File: config.mk
export PLATFORM = sky130hd
export DESIGN_NAME = instr_encoder_loader
export DESIGN_NICKNAME = d
export VERILOG_FILES = /design/src/rtl/instr_encoder_loader.sv
export SDC_FILE = /design/constraint.sdc
export NUM_CORES = 1
export LEC_CHECK = 0
export ABC_AREA = 1
export BUFFER_PORTS_ARGS = -buffer_cell sky130_fd_sc_hd__buf_2
export CORE_MARGIN = 3
export CORE_UTILIZATION = 45
export DETAILED_ROUTE_END_ITERATION = 6
export PLACE_DENSITY = 0.75
export SETUP_SLACK_MARGIN = 0.2
export SLEW_MARGIN = 40
export SYNTH_ARGS = -nofsm -noshare
export SYNTH_HDL_FRONTEND = slang
export SYNTH_SLANG_ARGS = --single-unit
File: constraint.sdc
create_clock -name clk -period 1.51 [get_ports clk]
set_clock_uncertainty 0.1 [all_clocks]
set_input_delay 0.302 -clock clk [delete_from_list [all_inputs] [get_ports clk]]
set_output_delay 0.302 -clock clk [all_outputs]
set_load 0.01 [all_outputs]
File: src/rtl/instr_encoder_loader.sv
// Packs CR16a instruction fields into 16-bit words and writes them to consecutive
// program-memory addresses. Optional readback verify is built when ENC_READBACK_EN is defined.
module instr_encoder_loader #(
  parameter int ADDR_W     = 10,
  parameter int MAX_INSTRS = 256
) (
  input  logic              clk,
  input  logic              reset,
  input  logic              start,
  input  logic [ADDR_W-1:0] base_addr,
  input  logic              in_valid,
  output logic              in_ready,
  input  logic              in_last,
  input  logic              use_imm,
  input  logic [3:0]        op,
  input  logic [3:0]        rdest,
  input  logic [3:0]        rsrc,
  input  logic [7:0]        imm8,
  output logic              mem_we,
  output logic [ADDR_W-1:0] mem_addr,
  output logic [15:0]       mem_wdata,
  input  logic [15:0]       mem_rdata,
  output logic              busy,
  output logic              done,
  output logic              err_illegal,
  output logic              err_verify,
  output logic [ADDR_W:0]   instr_count,
  output logic [2:0]        dbg_state
);

  // Handshake: a field set transfers on a rising clk edge where in_valid && in_ready;
  // in_ready is only high in ACCEPT, so upstream holds its fields in every other state.

  typedef enum logic [2:0] {
    S_IDLE   = 3'd0,
    S_ACCEPT = 3'd1,
    S_WRITE  = 3'd2,
    S_RDBK   = 3'd3,
    S_CHECK  = 3'd4,
    S_DONE   = 3'd5
  } state_t;

  localparam logic [ADDR_W:0] MAX_CNT = (ADDR_W+1)'(MAX_INSTRS);

  state_t            state;
  logic [ADDR_W-1:0] addr;
  logic              last_q;
  logic [15:0]       enc_word;
  logic              enc_illegal;
  logic [ADDR_W:0]   cnt_inc;

  assign dbg_state = state;
  assign cnt_inc   = instr_count + {{ADDR_W{1'b0}}, 1'b1};

  // An immediate form with a zero opcode would alias the RR space, so it becomes a NOP.
  always_comb begin
    enc_illegal = use_imm && (op == 4'b0000);
    if (enc_illegal)
      enc_word = 16'h0000;
    else if (use_imm)
      enc_word = {op, rdest, imm8};
    else
      enc_word = {4'b0000, rdest, op, rsrc};
  end

`ifdef ENC_READBACK_EN
  logic err_verify_q;
  assign err_verify = err_verify_q;
`else
  logic unused_rdata;
  assign err_verify   = 1'b0;
  assign unused_rdata = ^mem_rdata;
`endif

  always_ff @(posedge clk or negedge reset) begin
    if (!reset) begin
      state       <= S_IDLE;
      addr        <= '0;
      last_q      <= 1'b0;
      in_ready    <= 1'b0;
      mem_we      <= 1'b0;
      mem_addr    <= '0;
      mem_wdata   <= '0;
      busy        <= 1'b0;
      done        <= 1'b0;
      err_illegal <= 1'b0;
      instr_count <= '0;
`ifdef ENC_READBACK_EN
      err_verify_q <= 1'b0;
`endif
    end else begin
      done   <= 1'b0;
      mem_we <= 1'b0;
      case (state)
        S_IDLE: begin
          if (start) begin
            addr        <= base_addr;
            instr_count <= '0;
            err_illegal <= 1'b0;
`ifdef ENC_READBACK_EN
            err_verify_q <= 1'b0;
`endif
            in_ready    <= 1'b1;
            busy        <= 1'b1;
            state       <= S_ACCEPT;
          end
        end
        S_ACCEPT: begin
          if (in_valid) begin
            last_q    <= in_last;
            in_ready  <= 1'b0;
            mem_we    <= 1'b1;
            mem_addr  <= addr;
            mem_wdata <= enc_word;
            if (enc_illegal)
              err_illegal <= 1'b1;
            state     <= S_WRITE;
          end
        end
        S_WRITE: begin
          addr        <= addr + 1'b1;
          instr_count <= cnt_inc;
`ifdef ENC_READBACK_EN
          state       <= S_RDBK;
`else
          if (last_q || (cnt_inc == MAX_CNT)) begin
            done  <= 1'b1;
            state <= S_DONE;
          end else begin
            in_ready <= 1'b1;
            state    <= S_ACCEPT;
          end
`endif
        end
`ifdef ENC_READBACK_EN
        // mem_addr still holds the written address, so the sync read lands in CHECK.
        S_RDBK: state <= S_CHECK;
        S_CHECK: begin
          if (mem_rdata != mem_wdata)
            err_verify_q <= 1'b1;
          if (last_q || (instr_count == MAX_CNT)) begin
            done  <= 1'b1;
            state <= S_DONE;
          end else begin
            in_ready <= 1'b1;
            state    <= S_ACCEPT;
          end
        end
`endif
        S_DONE: begin
          busy  <= 1'b0;
          state <= S_IDLE;
        end
        default: begin
          in_ready <= 1'b0;
          busy     <= 1'b0;
          state    <= S_IDLE;
        end
      endcase
    end
  end

endmodule

==> impl_metrics.json <==
{
  "status": "finished, violations left",
  "violations": "setup timing",
  "period_share_pct": 114,
  "p_sw_mw": 3.76,
  "hold_depth": 3,
  "core_mm2": 0.00571,
  "overflow": 0,
  "area_delta_synth_final_pct": 69.8,
  "p_comb_share_pct": 61.6,
  "r2r_cells": 14,
  "synth-adder-area-share_pct": 0.914,
  "grt_use_total_pct": 23.2,
  "ios": 98,
  "yosysMostFrequentCell": "nand2_1",
  "seq_area_frac_synth_pct": 51.2,
  "synth_top_family_by_area": "simple AND/OR/NAND/NOR gates",
  "synthSimpleGateAreaFrac_pct": 25.2,
  "setup_tns_ns": -4.61,
  "finalMaxSlewViolations": 0,
  "synthTopCellsByArea": "dfrtp_1 51%, nand2_1 14%, o21ai_1 3.8%",
  "cp-start-kind": "flip-flop",
  "netlist_top_cells_count": "100 x nand2_1, 56 x dfrtp_1, 27 x inv_1",
  "viasPerCell": 5.33,
  "drcViolationCount": 0,
  "yosysTopAreaCell": "dfrtp_1",
  "insertion_delay_ns": 0.32,
  "ir_drop_mv": 1.15,
  "cts_root_buffer": "clkbuf_8",
  "crit_type": "reg -> reg",
  "ys.flop_type": "dfrtp_1",
  "hold_end": "mem_wdata[9]$_DFFE_PN0P_",
  "die_w_um": 84.0,
  "fmax_mhz": 583,
  "dp_hpwl_um": 5030,
  "asyncSetResetFlopFracSynth_pct": 100,
  "diodes": 0,
  "postRouteAntennaNets": 0,
  "r2r_slack_ns": -0.21,
  "rsz0062_at_grt": "yes",
  "syn-mean-instance-area_um2": 8.30,
  "nNetsFinal": 539,
  "clock_path_buffers": 2,
  "ys_types": 36,
  "p_clk_share_pct": 9.2,
  "final_hold_viol_count": 0,
  "synth-compound-area-share_pct": 14.6,
  "cp_data_required_time_ns": 1.67,
  "arrival_ns": 1.88,
  "globalplace.congestion": 0.899,
  "cp_max_fo": 4,
  "numCtsBuffers": 5,
  "fp-row-count": 27,
  "synth.area.mux_share_pct": 0,
  "p_sw_share_pct": 42.4,
  "stdcell_area_mm2": 0.00465,
  "rr_endpoint": "in_ready$_DFFE_PN0P_",
  "drt-wirelength-per-cell_um": 16.5,
  "clk_pin_slew_worst_paths_ns": 0.10,
  "die_y_um": 84.0,
  "cts_tree": "done",
  "worstHoldStart": "rdest[1]",
  "drt_pass1_iterations": 4,
  "p_int_mw": 5.11,
  "portBuffers": 80,
  "power_density_mw_per_mm2": 1910,
  "routed_wl_um": 9190,
  "sequentialPowerShare_pct": 29.2,
  "drt-initial-drc-count": 170,
  "antenna_found_initial": 0,
  "finalSetupViolCount": 53,
  "fin_ws_ns": -0.206,
  "vias": 2969,
  "start_util_pct": 48.0,
  "power_leakage_nw": 2.30,
  "drive_gt1_share_pct": 57.9,
  "grt_max_degree": 57,
  "maxCapViolations": 0,
  "syn_inst": 330,
  "reg2reg_from": "instr_count[1]$_DFFE_PN0P_",
  "numClockSinks": 56,
  "synth_top_cell_area_share_pct": 51.2,
  "hold_path_class": "in -> reg",
  "synth_edf_count": 0,
  "synth-seq-cells": 56,
  "syn-num-nets": 384,
  "min_period_ns": 1.72,
  "synth_xor_xnor_area_share_pct": 0.640,
  "grt_pass1_wl_um": 13300,
  "synth-warning-count": 0,
  "place_area_mm2": 0.00351,
  "dieArea_mm2": 0.00706,
  "grt_pass1_vias": 2839,
  "cp-end-kind": "flip-flop",
  "synth_area_mm2": 0.00274,
  "ctsHtreeMaxLevel": 2
}
==> what timing repair did <==
item | in CTS | in global routing
setup endpoints to repair | 68 | 71
hold buffers | 1 | 0
gates cloned | 5 | 3
pin swaps | 19 | 18
gates resized for setup | 90 | 81
hold endpoints to repair | 56 | 0
buffers inserted | 19 | 15
==> power by group through the flow <==
stage | sequential (mW) | combinational [mW] | clock (mW)
finish | 2.59 | 5.47 | 0.815
global route | 2.64 | 5.87 | 0.893
CTS | 2.47 | 4.22 | 0.823
detailed placement | 2.47 | 3.00 | 0
global placement | 2.44 | 2.94 | 0
floorplan | 2.65 | 1.61 | 0
==> placed cells by master, fill, tap and decap left out, types with 2 or more instances in the layout <==
master,netlist,layout
nand3_2,1,3
buf_6,1,39
o31ai_2,0,2
buf_12,0,3
buf_2,4,70
o22ai_1,6,2
nor3_2,1,3
buf_4,5,41
nand3_1,17,14
xor2_1,2,2
inv_1,27,24
o21ai_0,9,3
clkbuf_8,0,5
o21ai_1,21,10
a21oi_1,4,4
nand2_1,100,62
o21ai_2,0,17
inv_4,0,4
nand2_4,0,14
o22ai_2,0,3
or2_2,5,5
nor2_2,5,8
buf_8,0,2
dfrtp_2,0,4
nand2_2,2,26
o31ai_4,0,3
inv_2,3,2
a221oi_2,0,2
nor2_1,21,12
a31oi_1,3,3
dfrtp_1,56,52
buf_16,0,3
o211ai_1,10,10
nor2_4,2,8
==> sequential cells by signal, summed over array words and instances (netlist names) <==
register	cells
err_illegal	1
done	1
dbg_state	3
last_q	1
instr_count	11
busy	1
in_ready	1
addr	10
mem_addr	10
mem_wdata	16
mem_we	1
==> metal layers <==
metal,track usage (%),wire [µm],vias up
li1,-,-,1401
met1,29.2,3570,1423
met2,40.8,4920,122
met3,4.15,501,23
met4,6.29,201,0
met5,0,0,-
==> cell families (layout without fill, tap and decap cells) <==
| kind of cell | Yosys count | count (layout) |
|---|---|---|
| and+or+nand+nor | 160 | 160 |
| AOI/OAI and AO/OA | 64 | 64 |
| DFF | 56 | 56 |
| buffers and inverters | 45 | 200 |
| adders and majority gates | 2 | 2 |
| xor gates and xnor gates | 2 | 2 |
| other | 1 | 1 |
==> how the worst max path moves through the flow <==
stage / startpoint / endpoint / slack [ns] / cells after the start
2_1_floorplan: instr_count[0]$_DFFE_PN0P_ / in_ready$_DFFE_PN0P_ / -0.04 / 13
3_3_place_gp: instr_count[0]$_DFFE_PN0P_ / in_ready$_DFFE_PN0P_ / -0.15 / 13
3_5_place_dp: instr_count[1]$_DFFE_PN0P_ / in_ready$_DFFE_PN0P_ / -0.18 / 13
4_1_cts: instr_count[1]$_DFFE_PN0P_ / in_ready$_DFFE_PN0P_ / -0.17 / 14
5_1_grt: instr_count[1]$_DFFE_PN0P_ / in_ready$_DFFE_PN0P_ / -0.34 / 12
6_report: instr_count[1]$_DFFE_PN0P_ / in_ready$_DFFE_PN0P_ / -0.21 / 14
==> worst max-delay path, cell delays in order, from the launching register on <==
cell	delay (ns)
dfrtp_2	0.46
ha_4	0.18
nand2_4	0.10
clkinv_4	0.07
nand2_4	0.05
nand2_2	0.05
nand2_2	0.08
nand3_2	0.08
nor2_2	0.10
nand2_1	0.06
nand2_1	0.07
nand2_2	0.09
nand2_2	0.06
nand2_1	0.05
nand2_1	0.06
==> stage by stage <==
step	std cells	power (mW)	setup slack [ns]	hold slack [ns]	util [%]
3_3_place_gp	507	5.38	-0.151	0.226	61.5
3_5_place_dp	507	5.47	-0.179	0.226	61.5
2_1_floorplan	330	4.26	-0.0382	-0.0936	-
6_report	557	8.87	-0.206	0.111	81.4
4_1_cts	539	7.52	-0.169	0.107	73.2
5_1_grt	557	9.41	-0.345	0.111	81.4
==> area by class of cell <==
type | count | area [µm²]
tap | 72 | 90.1
fill | 347 | 1060
clock buffer | 5 | 68.8
timing repair buffer | 160 | 1310
inverter | 32 | 153
multi-input combinational | 229 | 1610
sequential | 56 | 1410
timing repair inverter | 1 | 6.26
clock inverter | 2 | 12.5
Power figures use the tool's default switching activity.
